[src/rtl/fraction_accumulator_if.sv]
// ============================================================================
// Module      : fraction_accumulator_if
// Description : Bundles the multiplier-side inputs (Clr, Done, Product) and the
//               sum-side outputs of fraction_accumulator. The master modport
//               drives terms in; the slave modport is the accumulator itself.
//               Frac_Out exists only when FRAC_ROUND_SAT_EN is defined.
// Revision    : 1.0 - initial release
// ============================================================================
`default_nettype none

interface fraction_accumulator_if #(
    parameter int PW    = 7,
    parameter int N     = 4,
    parameter int GUARD = 3
);
    localparam int AW = PW + GUARD;
    localparam int CW = $clog2(N);

    logic          Clr;
    logic          Done;
    logic [PW-1:0] Product;
    logic [AW-1:0] Sum;
    logic          Sum_Valid;
    logic [CW-1:0] Count;
    logic          Busy;
    logic          Overflow;
`ifdef FRAC_ROUND_SAT_EN
    logic [3:0]    Frac_Out;
`endif

    modport master (
        output Clr, Done, Product,
        input  Sum, Sum_Valid, Count, Busy, Overflow
`ifdef FRAC_ROUND_SAT_EN
        , input Frac_Out
`endif
    );

    modport slave (
        input  Clr, Done, Product,
        output Sum, Sum_Valid, Count, Busy, Overflow
`ifdef FRAC_ROUND_SAT_EN
        , output Frac_Out
`endif
    );
endinterface

`default_nettype wire

[src/rtl/fraction_accumulator.sv]
// ============================================================================
// Module      : fraction_accumulator
// Description : Sums N consecutive Q1.6 products (one per Done rising edge)
//               into a guarded two's-complement accumulator and presents the
//               completed sum with a one-cycle Sum_Valid pulse. Sticky signed
//               overflow flag, synchronous Clr abort, async active-high RST.
//               Optional macro FRAC_ROUND_SAT_EN adds a rounded, saturated
//               Q1.3 copy of the sum on Frac_Out.
// Revision    : 1.0 - initial release
// ============================================================================
`default_nettype none

module fraction_accumulator #(
    parameter int PW    = 7,
    parameter int N     = 4,
    parameter int GUARD = 3
) (
    input  logic                   CLK,
    input  logic                   RST,
    fraction_accumulator_if.slave  bus
);
    localparam int AW = PW + GUARD;
    localparam int CW = $clog2(N);

    localparam logic [0:0] IDLE  = 1'b0;
    localparam logic [0:0] ACCUM = 1'b1;

    localparam logic [CW-1:0] LAST_COUNT = CW'(N - 1);
    localparam logic [CW-1:0] ONE_COUNT  = CW'(1);

    logic [0:0]    state;
    logic          done_d;
    logic [AW-1:0] acc;
    logic [CW-1:0] count;
    logic [AW-1:0] sum;
    logic          sum_valid;
    logic          overflow;

    logic          take;
    logic [AW-1:0] ext;
    logic [AW-1:0] add;
    logic          add_ovf;

    // Rising-edge detect on Done, sign extension of the term and the running add
    always_comb begin
        take    = bus.Done & ~done_d;
        ext     = {{GUARD{bus.Product[PW-1]}}, bus.Product};
        add     = acc + ext;
        // Signed overflow: operands agree in sign but the result does not
        add_ovf = (acc[AW-1] == ext[AW-1]) && (add[AW-1] != acc[AW-1]);
    end

`ifdef FRAC_ROUND_SAT_EN
    logic signed [AW:0] rnd;
    logic signed [AW:0] shr;
    logic [3:0]         frac_next;
    logic [3:0]         frac_q;

    // Round half up from Q.6 to Q.3 and clamp to the 4-bit Q1.3 range
    always_comb begin
        rnd = $signed({add[AW-1], add}) + $signed((AW+1)'(4));
        shr = rnd >>> 3;
        if (shr > 7) begin
            frac_next = 4'b0111;
        end else if (shr < -8) begin
            frac_next = 4'b1000;
        end else begin
            frac_next = shr[3:0];
        end
    end

    // Rounded copy follows Sum, updated only on a completed sum
    always_ff @(posedge CLK or posedge RST) begin
        if (RST) begin
            frac_q <= 4'b0000;
        end else if (!bus.Clr && take && state == ACCUM && count == LAST_COUNT) begin
            frac_q <= frac_next;
        end
    end

    assign bus.Frac_Out = frac_q;
`endif

    // Term sequencer: first term loads, middle terms add, last term publishes
    always_ff @(posedge CLK or posedge RST) begin
        if (RST) begin
            state     <= IDLE;
            done_d    <= 1'b0;
            acc       <= '0;
            count     <= '0;
            sum       <= '0;
            sum_valid <= 1'b0;
            overflow  <= 1'b0;
        end else begin
            done_d    <= bus.Done;
            sum_valid <= 1'b0;
            if (bus.Clr) begin
                // Abort discards the partial sum; a coincident term starts afresh
                overflow <= 1'b0;
                if (take) begin
                    acc   <= ext;
                    count <= ONE_COUNT;
                    state <= ACCUM;
                end else begin
                    acc   <= '0;
                    count <= '0;
                    state <= IDLE;
                end
            end else if (take) begin
                if (state == IDLE) begin
                    acc   <= ext;
                    count <= ONE_COUNT;
                    state <= ACCUM;
                end else begin
                    if (add_ovf) begin
                        overflow <= 1'b1;
                    end
                    if (count == LAST_COUNT) begin
                        sum       <= add;
                        sum_valid <= 1'b1;
                        acc       <= '0;
                        count     <= '0;
                        state     <= IDLE;
                    end else begin
                        acc   <= add;
                        count <= count + ONE_COUNT;
                    end
                end
            end
        end
    end

    assign bus.Sum       = sum;
    assign bus.Sum_Valid = sum_valid;
    assign bus.Count     = count;
    assign bus.Busy      = (state == ACCUM);
    assign bus.Overflow  = overflow;

endmodule

`default_nettype wire

[src/flat_wrapper.sv]
// flat-port wrapper written by rule: the top's interface ports become plain ports
module fraction_accumulator_flat 
#(
    parameter int PW    = 7,
    parameter int N     = 4,
    parameter int GUARD = 3
)
  (CLK, RST, bus_Clr, bus_Done, bus_Product, bus_Sum, bus_Sum_Valid, bus_Count, bus_Busy, bus_Overflow);
  fraction_accumulator_if #(.PW(PW), .N(N), .GUARD(GUARD)) bus_i ();
  input  logic CLK;
  input  logic RST;
  input wire logic [$bits(bus_i.Clr)-1:0] bus_Clr;
  input wire logic [$bits(bus_i.Done)-1:0] bus_Done;
  input wire logic [$bits(bus_i.Product)-1:0] bus_Product;
  output wire logic [$bits(bus_i.Sum)-1:0] bus_Sum;
  output wire logic [$bits(bus_i.Sum_Valid)-1:0] bus_Sum_Valid;
  output wire logic [$bits(bus_i.Count)-1:0] bus_Count;
  output wire logic [$bits(bus_i.Busy)-1:0] bus_Busy;
  output wire logic [$bits(bus_i.Overflow)-1:0] bus_Overflow;
  assign bus_i.Clr = bus_Clr;
  assign bus_i.Done = bus_Done;
  assign bus_i.Product = bus_Product;
  assign bus_Sum = bus_i.Sum;
  assign bus_Sum_Valid = bus_i.Sum_Valid;
  assign bus_Count = bus_i.Count;
  assign bus_Busy = bus_i.Busy;
  assign bus_Overflow = bus_i.Overflow;
  fraction_accumulator #(.PW(PW), .N(N), .GUARD(GUARD)) u_core (.CLK(CLK), .RST(RST), .bus(bus_i));
endmodule
[config.mk]
export PLATFORM = sky130hd
export DESIGN_NAME = fraction_accumulator_flat
export DESIGN_NICKNAME = d
export VERILOG_FILES = /design/src/rtl/fraction_accumulator_if.sv /design/src/rtl/fraction_accumulator.sv /design/src/flat_wrapper.sv
export SDC_FILE = /design/constraint.sdc
export NUM_CORES = 1
export LEC_CHECK = 0
export ABC_AREA = 0
export BUFFER_PORTS_ARGS = -buffer_cell sky130_fd_sc_hd__buf_2
export CORE_MARGIN = 8
export CORE_UTILIZATION = 55
export DETAILED_ROUTE_END_ITERATION = 16
export GPL_TIMING_DRIVEN = 0
export PLACE_DENSITY = 0.87
export SLEW_MARGIN = 20
export SYNTH_ARGS = -nofsm -noshare
export SYNTH_HDL_FRONTEND = slang
export SYNTH_SLANG_ARGS = --single-unit
export TNS_END_PERCENT = 20
[constraint.sdc]
create_clock -name CLK -period 3.1 [get_ports CLK]
set_input_delay 0.465 -clock CLK [delete_from_list [all_inputs] [get_ports CLK]]
set_output_delay 0.465 -clock CLK [all_outputs]
set_load 0.02 [all_outputs]
==> impl_metrics.py, run 1 <==
metrics = {
    "worst_setup_path": {
        "startpoint_type": "register",
        "reg2reg_setup_slack_ns": 0.63,
        "timing.critical_path.required_ns": 3.32,
        "path_class": "register to register",
        "timing.rr.end": "u_core.acc[8]",
        "worst_setup_path_start": "u_core.acc[0]",
        "worst_r2r_path_depth": 8,
        "setup.worst_path.end_class": "register",
        "crit_end": "u_core.acc[8]",
        "path_max_fanout": 4,
        "rr_startpoint": "u_core.acc[0]",
        "worst-endpoint-arrival_ns": 2.69,
    },
    "global_routing": {
        "grt_start_max_net_pins": 27,
        "via_count_of_the_first_global_routing_pass": 1286,
        "wire_length_of_the_first_global_routing_pass_um": 5570,
        "antenna_found_initial": 0,
        "gr-total-overflow": 0,
        "global_route.usage.total_pct": 15.4,
    },
    "drt": {
        "detailedRoute.firstIterationViolations": 57,
        "met2_wirelength_um": 1640,
        "via_per_inst": 5.86,
        "dr_wl_met3_um": 205,
        "wl_per_cell_um": 15.3,
        "drc": 0,
        "topRoutingLayerUsed": "met4",
        "detailroute.via_count": 1277,
        "route.layer.met1.wl_um": 1430,
        "antenna_violating_nets_post_route": 0,
        "drt_wirelength_um": 3340,
        "dr.pass1.iters": 4,
    },
    "placed_design": {
        "preCtsSetupSlack_ns": 0.470,
        "dpl.hpwl_um": 2520,
        "gpl.final_weighted_congestion": 0.940,
        "number_of_buffer_cells_added_on_primary_ports": 24,
    },
    "clocking": {
        "post_cts.repair.setup_buffers": 0,
        "post_cts_resized": 0,
        "cts_buffer_count": 3,
        "clk-insertion-delay-late_ns": 0.33,
        "cts_hold_repair.buffers": 0,
        "worst_setup_hold_path_clk_slew_ns": 0.14,
        "cts-htree-levels": 1,
        "clock_sink_count": 26,
        "root_buffer": "sky130_fd_sc_hd__clkbuf_4",
        "max-clock-path-buffers": 2,
        "cts_tree": "built",
    },
    "logic_synthesis": {
        "synth_async_sr_flop_share_pct": 100,
        "synthesized_flop_and_latch_total": 26,
        "yosysTopAreaCellShare_pct": 43.3,
        "ys_dominant_reg_cell": "sky130_fd_sc_hd__dfrtp_1",
        "ys_warnings": 0,
        "synth-edff-count": 0,
        "synthDistinctLibCells": 37,
        "synth-xor-area-share_pct": 5.25,
        "synth_area_per_cell_sq_um": 9.38,
        "syn_nets": 182,
        "compound_gate_portion_of_the_synthesized_area_pct": 20.3,
        "yosysSeqAreaShare_pct": 43.3,
        "simple_logic_cell_fraction_of_the_synthesized_area_pct": 16.8,
        "synth_cells": 160,
        "adder_cell_share_of_the_synthesized_area_pct": 9.67,
        "synth_top_family_by_area": "compound AO/OA/AOI/OAI gates",
        "yosysTopAreaCell": "sky130_fd_sc_hd__dfrtp_1",
        "synth.top_cells.by_area": "sky130_fd_sc_hd__dfrtp_1 43%, sky130_fd_sc_hd__ha_1 8.3%, sky130_fd_sc_hd__nand2_1 6.0%",
        "syn-cell-area_sq_mm": 0.00150,
        "muxShareOfSynthArea_pct": 2.25,
    },
    "final_layout": {
        "diodes_inserted": 0,
        "final_cell_mix": "26 x sky130_fd_sc_hd__dfrtp_1, 24 x sky130_fd_sc_hd__nand2_1, 24 x sky130_fd_sc_hd__buf_2",
        "syn_to_final_growth_pct": 12.1,
        "post_route_cells_drive_above_1_share_pct": 18.2,
        "layout.cells.most_common": "sky130_fd_sc_hd__dfrtp_1",
        "finalNetCount": 211,
    },
    "hold_path": {
        "holdCritPathClass": "input pin to async pin",
    },
    "power": {
        "cellLeakagePower_nw": 0.843,
        "power.share.clock_pct": 18.5,
        "p_int_mw": 0.518,
        "combPwrFrac_pct": 33.2,
        "p_sw_mw": 0.278,
        "design_power_total_mw": 0.796,
        "sw_frac_of_total_pct": 34.9,
        "pwr_dens_mw_per_mm2": 473,
        "vdd_ir_drop_max_uv": 306,
        "seqPwrFrac_pct": 48.2,
    },
    "sta": {
        "timing.clock.skew_ns": 0.0107,
        "worst_slew_pin_slew_ns": 0.931,
        "final_min_period_over_clock_period_pct": 79.8,
        "finalMaxSlewViolations": 0,
        "setup_viol_count_final": 0,
        "setup_ws_ns": 0.627,
        "final_period_minus_worst_setup_slack_ns": 2.47,
        "final.setup.tns_ns": 0,
        "final_hold_viol_count": 0,
        "timing.fmax_ghz": 0.404,
        "slew_headroom_pct": 37.5,
        "rsz0062_at_grt": "no",
    },
    "floorplanning": {
        "total_die_area_sq_mm": 0.00466,
        "rows": 19,
        "die_height_um": 68.3,
        "die_width_um": 68.3,
        "pin_count": 26,
        "design.core.area_sq_mm": 0.00266,
        "initial_utilization_pct": 56.4,
    },
    "job": {
        "cap_viol_max_count": 0,
    },
    "run_status": {
        "status": "complete, no violations",
    },
}
==> logic make-up (layout without fill, tap and decap cells) <==
group | count (synthesis) | after routing
AND/OR/NAND/NOR | 53 | 53
AO/OA/AOI/OAI | 48 | 48
flip-flops | 26 | 26
adder cells (fa/ha/maj) | 11 | 11
buffers and inverters | 10 | 37
XOR/XNOR | 9 | 9
multiplexers | 3 | 3
==> cells in the mapped netlist, drive strengths merged (3+ instances only) <==
cell type	instances
a21o	3
a21oi	12
a22oi	4
clkbuf	7
dfrtp	26
ha	10
inv	3
mux2	3
nand2	24
nand2b	5
nand3	3
nor2	4
nor3	6
o21ai	16
xnor2	4
xor2	5
==> per-stage QoR <==
stage	cell area (sq um)	cells	hold slack, ns	utilization, %
floorplan	1500	160	0.460	-
global placement	1660	215	0.453	62.4
CTS	1680	218	0.258	63.2
finish	1680	218	0.191	63.2
detailed placement	1660	215	0.460	62.4
global route	1680	218	0.248	63.2
==> worst min-delay path by stage <==
stage / startpoint / endpoint / slack (ns) / depth (start not counted)
3_3_place_gp: u_core.bus.Sum[1] / u_core.bus.Sum[1] / 0.45 / 2
2_1_floorplan: u_core.acc[0] / u_core.acc[0] / 0.46 / 2
3_5_place_dp: u_core.bus.Sum[1] / u_core.bus.Sum[1] / 0.46 / 2
5_1_grt: bus_Done / u_core.done_d / 0.25 / 1
4_1_cts: bus_Done / u_core.done_d / 0.26 / 1
6_report: RST / u_core.bus.Sum[3] / 0.19 / 2
==> worst max-delay path, stage by stage, from the launching register on <==
cell	delay [ns]
sky130_fd_sc_hd__dfrtp_1	0.41
sky130_fd_sc_hd__ha_1	0.21
sky130_fd_sc_hd__fa_1	0.43
sky130_fd_sc_hd__a211oi_1	0.25
sky130_fd_sc_hd__o21bai_1	0.16
sky130_fd_sc_hd__or2_1	0.24
sky130_fd_sc_hd__a31oi_1	0.20
sky130_fd_sc_hd__xnor2_1	0.11
sky130_fd_sc_hd__a221o_1	0.33
==> power groups by stage <==
stage,Sequential [mW],Combinational (mW),Clock (mW)
2_1_floorplan,0.394,0.192,0
3_3_place_gp,0.388,0.248,0
3_5_place_dp,0.390,0.262,0
4_1_cts,0.383,0.263,0.149
5_1_grt,0.388,0.294,0.163
6_report,0.384,0.265,0.148
==> state kept, by name, summed over array words and instances (netlist names) <==
signal                count
u_core.bus.Overflow       1
u_core.bus.Count          2
u_core.bus.Busy           1
u_core.acc               10
u_core.bus.Sum_Valid      1
u_core.bus.Sum           10
u_core.done_d             1
==> area by class of cell <==
class	count	area, sq um
fillers	224	980
flip-flops and latches	26	651
repair buffers	24	120
multi-input cells	124	813
plain buffers	7	26.3
clock buffers	3	22.5
well taps	31	38.8
inverters	3	11.3
==> routing by layer <==
layer	track usage [%]	vias up
li1	-	631
met1	18.7	591
met2	25.7	48
met3	2.45	7
met4	8.18	0
met5	0	-
(Power assumes the default switching activity.)
==> run 2, diff against run 1 <==
--- a/config.mk
+++ b/config.mk
@@ -5,13 +5,13 @@
 export SDC_FILE = /design/constraint.sdc
 export NUM_CORES = 1
 export LEC_CHECK = 0
-export ABC_AREA = 0
+export ABC_AREA = 1
 export BUFFER_PORTS_ARGS = -buffer_cell sky130_fd_sc_hd__buf_2
 export CORE_MARGIN = 8
-export CORE_UTILIZATION = 55
+export CORE_UTILIZATION = 50
 export DETAILED_ROUTE_END_ITERATION = 16
 export GPL_TIMING_DRIVEN = 0
-export PLACE_DENSITY = 0.87
+export PLACE_DENSITY = 0.83
 export SLEW_MARGIN = 20
 export SYNTH_ARGS = -nofsm -noshare
 export SYNTH_HDL_FRONTEND = slang
==> constraint.sdc (replaced) <==
create_clock -name CLK -period 1.98 [get_ports CLK]
set_input_delay 0.297 -clock CLK [delete_from_list [all_inputs] [get_ports CLK]]
set_output_delay 0.297 -clock CLK [all_outputs]
set_load 0.02 [all_outputs]
==> impl_metrics.py, run 2 <==
metrics = {
    "drt": {
        "detailroute.via_count": 1391,
        "antenna_violating_nets_post_route": 0,
        "drc": 0,
        "wl_per_cell_um": 12.8,
        "drt_wirelength_um": 3480,
        "via_per_inst": 5.11,
        "detailedRoute.firstIterationViolations": 72,
        "dr.pass1.iters": 4,
    },
    "run_status": {
        "status": "complete, no violations",
    },
    "final_layout": {
        "finalNetCount": 251,
        "syn_to_final_growth_pct": 14.1,
        "post_route_cells_drive_above_1_share_pct": 21.9,
        "diodes_inserted": 0,
        "final_cell_mix": "56 x sky130_fd_sc_hd__nand2_1, 26 x sky130_fd_sc_hd__dfrtp_1, 24 x sky130_fd_sc_hd__buf_2",
        "stdcell_area_sq_mm": 0.00184,
        "layout.cells.most_common": "sky130_fd_sc_hd__nand2_1",
    },
    "clocking": {
        "cts_buffer_count": 3,
        "clk-insertion-delay-late_ns": 0.32,
        "cts_hold_repair.buffers": 0,
        "cts-htree-levels": 1,
        "post_cts.repair.setup_buffers": 0,
        "worst_setup_hold_path_clk_slew_ns": 0.14,
        "max-clock-path-buffers": 2,
        "root_buffer": "sky130_fd_sc_hd__clkbuf_4",
        "post_cts_resized": 0,
        "clock_sink_count": 26,
        "cts_tree": "built",
    },
    "global_routing": {
        "global_route.usage.total_pct": 14.4,
        "grt_start_max_net_pins": 27,
        "antenna_found_initial": 0,
        "gr-total-overflow": 0,
        "via_count_of_the_first_global_routing_pass": 1437,
        "wire_length_of_the_first_global_routing_pass_um": 6280,
    },
    "placed_design": {
        "dpl.hpwl_um": 2690,
        "placed_area_sq_mm": 0.00179,
        "number_of_buffer_cells_added_on_primary_ports": 24,
        "gpl.final_weighted_congestion": 0.924,
    },
    "power": {
        "combPwrFrac_pct": 31.5,
        "design_power_total_mw": 1.41,
        "vdd_ir_drop_max_uv": 403,
        "pwr_dens_mw_per_mm2": 765,
        "seqPwrFrac_pct": 42.5,
        "p_sw_mw": 0.470,
        "cellLeakagePower_nw": 1.00,
        "p_int_mw": 0.941,
        "power.share.clock_pct": 26.0,
        "sw_frac_of_total_pct": 33.3,
    },
    "sta": {
        "final.setup.tns_ns": 0,
        "slew_headroom_pct": 37.1,
        "setup_viol_count_final": 0,
        "final_min_period_over_clock_period_pct": 90.2,
        "final_hold_viol_count": 0,
        "timing.clock.skew_ns": 0.00259,
        "final_period_minus_worst_setup_slack_ns": 1.79,
        "worst_slew_pin_slew_ns": 0.937,
        "timing.fmax_ghz": 0.560,
        "finalMaxSlewViolations": 0,
        "rsz0062_at_grt": "no",
    },
    "worst_setup_path": {
        "timing.critical_path.required_ns": 2.24,
        "path_class": "register to register",
        "setup.worst_path.end_class": "register",
        "path_max_fanout": 3,
        "worst-endpoint-arrival_ns": 2.05,
        "startpoint_type": "register",
    },
    "logic_synthesis": {
        "syn_nets": 222,
        "post-synth-top-count-cell": "sky130_fd_sc_hd__nand2_1",
        "ys_dominant_reg_cell": "sky130_fd_sc_hd__dfrtp_1",
        "syn-cell-area_sq_mm": 0.00162,
        "synthesized_flop_and_latch_total": 26,
        "synth.cells.most_frequent": "56 x sky130_fd_sc_hd__nand2_1, 26 x sky130_fd_sc_hd__dfrtp_1, 20 x sky130_fd_sc_hd__nor2_1",
        "yosysTopAreaCell": "sky130_fd_sc_hd__dfrtp_1",
        "synth_area_per_cell_sq_um": 8.08,
        "synth_cells": 200,
        "synth_async_sr_flop_share_pct": 100,
        "yosysTopAreaCellShare_pct": 40.3,
        "yosysSeqAreaShare_pct": 40.3,
        "synthDistinctLibCells": 29,
        "synth-edff-count": 0,
        "synth.top_cells.by_area": "sky130_fd_sc_hd__dfrtp_1 40%, sky130_fd_sc_hd__nand2_1 13%, sky130_fd_sc_hd__ha_1 7.7%",
        "ys_warnings": 0,
    },
    "floorplanning": {
        "die_width_um": 72.8,
        "design.core.area_sq_mm": 0.00305,
        "die_height_um": 72.8,
        "total_die_area_sq_mm": 0.00531,
        "initial_utilization_pct": 52.9,
        "pin_count": 26,
        "rows": 20,
    },
    "hold_path": {
        "holdCritPathClass": "input pin to async pin",
    },
    "job": {
        "cap_viol_max_count": 0,
    },
}
-- run 2: cell types whose count changed after synthesis, sizes merged, moves of 4 or more --
| cell | change |
|---|---|
| nand3 | +13 |
| inv | +16 |
| o21ai | -15 |
| xnor2 | -4 |
| a22oi | -4 |
| nand2b | -5 |
| nor3 | -5 |
| nand2 | +37 |
| nor2 | +19 |
| a21oi | +7 |
| clkbuf | -7 |
-- run 2: critical path: stages (launching register included) --
cell,delay (ns)
sky130_fd_sc_hd__dfrtp_1,0.41
sky130_fd_sc_hd__ha_1,0.24
sky130_fd_sc_hd__fa_1,0.42
sky130_fd_sc_hd__nand3_1,0.10
sky130_fd_sc_hd__nand2_1,0.10
sky130_fd_sc_hd__nand3_1,0.12
sky130_fd_sc_hd__nand2_1,0.06
sky130_fd_sc_hd__nand2_1,0.08
sky130_fd_sc_hd__nand3_1,0.07
sky130_fd_sc_hd__a21oi_1,0.13
-- run 2: final timing paths --
path	cells past startpoint	from	to	slack, ns
hold reg to reg	2	u_core.bus.Sum[1]	u_core.bus.Sum[1]	0.49
setup reg to reg	9	u_core.acc[0]	u_core.acc[6]	0.19
max in group asynchronous	2	RST	u_core.acc[5]	1.51
min in group CLK	1	bus_Done	u_core.done_d	0.09
hold / removal	2	RST	u_core.bus.Sum[7]	0.04
setup / recovery	9	u_core.acc[0]	u_core.acc[6]	0.19
-- run 2: logic make-up (layout without fill, tap and decap cells) --
kind of cell	count (synthesis)	count (layout)	share of synthesized area, %
fa+ha+maj	11	11	8.99
simple gates	109	109	31.3
buf+inv	23	51	6.51
compound gates	28	28	11.3
flops	26	26	40.3
xor+xnor	3	3	1.63
-- run 2: cell type report --
cell class / instances / area (sq um)
multi-input combinational: 151 / 860
clock inverter: 1 / 30.0
tap: 44 / 55.1
clock buffer: 3 / 22.5
sequential: 26 / 651
timing repair buffer: 24 / 120
inverter: 20 / 75.1
buffer: 3 / 30.0
fill: 294 / 1210
-- run 2: power groups by stage --
stage,Clock (mW),Sequential (mW),Combinational [mW]
6_report,0.366,0.600,0.444
5_1_grt,0.394,0.606,0.511
4_1_cts,0.379,0.600,0.442
3_5_place_dp,0,0.611,0.439
3_3_place_gp,0,0.609,0.431
2_1_floorplan,0,0.619,0.334
-- run 2: through the flow --
step / hold slack, ns / setup WS (ns) / cells / utilization (%)
2_1_floorplan: 0.328 / 0.382 / 200 / -
3_3_place_gp: 0.431 / 0.200 / 268 / 58.6
3_5_place_dp: 0.433 / 0.200 / 268 / 58.6
4_1_cts: 0.0827 / 0.212 / 272 / 60.4
5_1_grt: 0.0814 / 0.0438 / 272 / 60.4
6_report: 0.0394 / 0.194 / 272 / 60.4
-- run 2: layer usage --
metal	wire, um	vias to the layer above	global-route usage, %
li1	-	712	-
met1	1690	640	19.3
met2	1620	33	23.7
met3	136	6	1.92
met4	40	0	3.56
met5	0	-	0
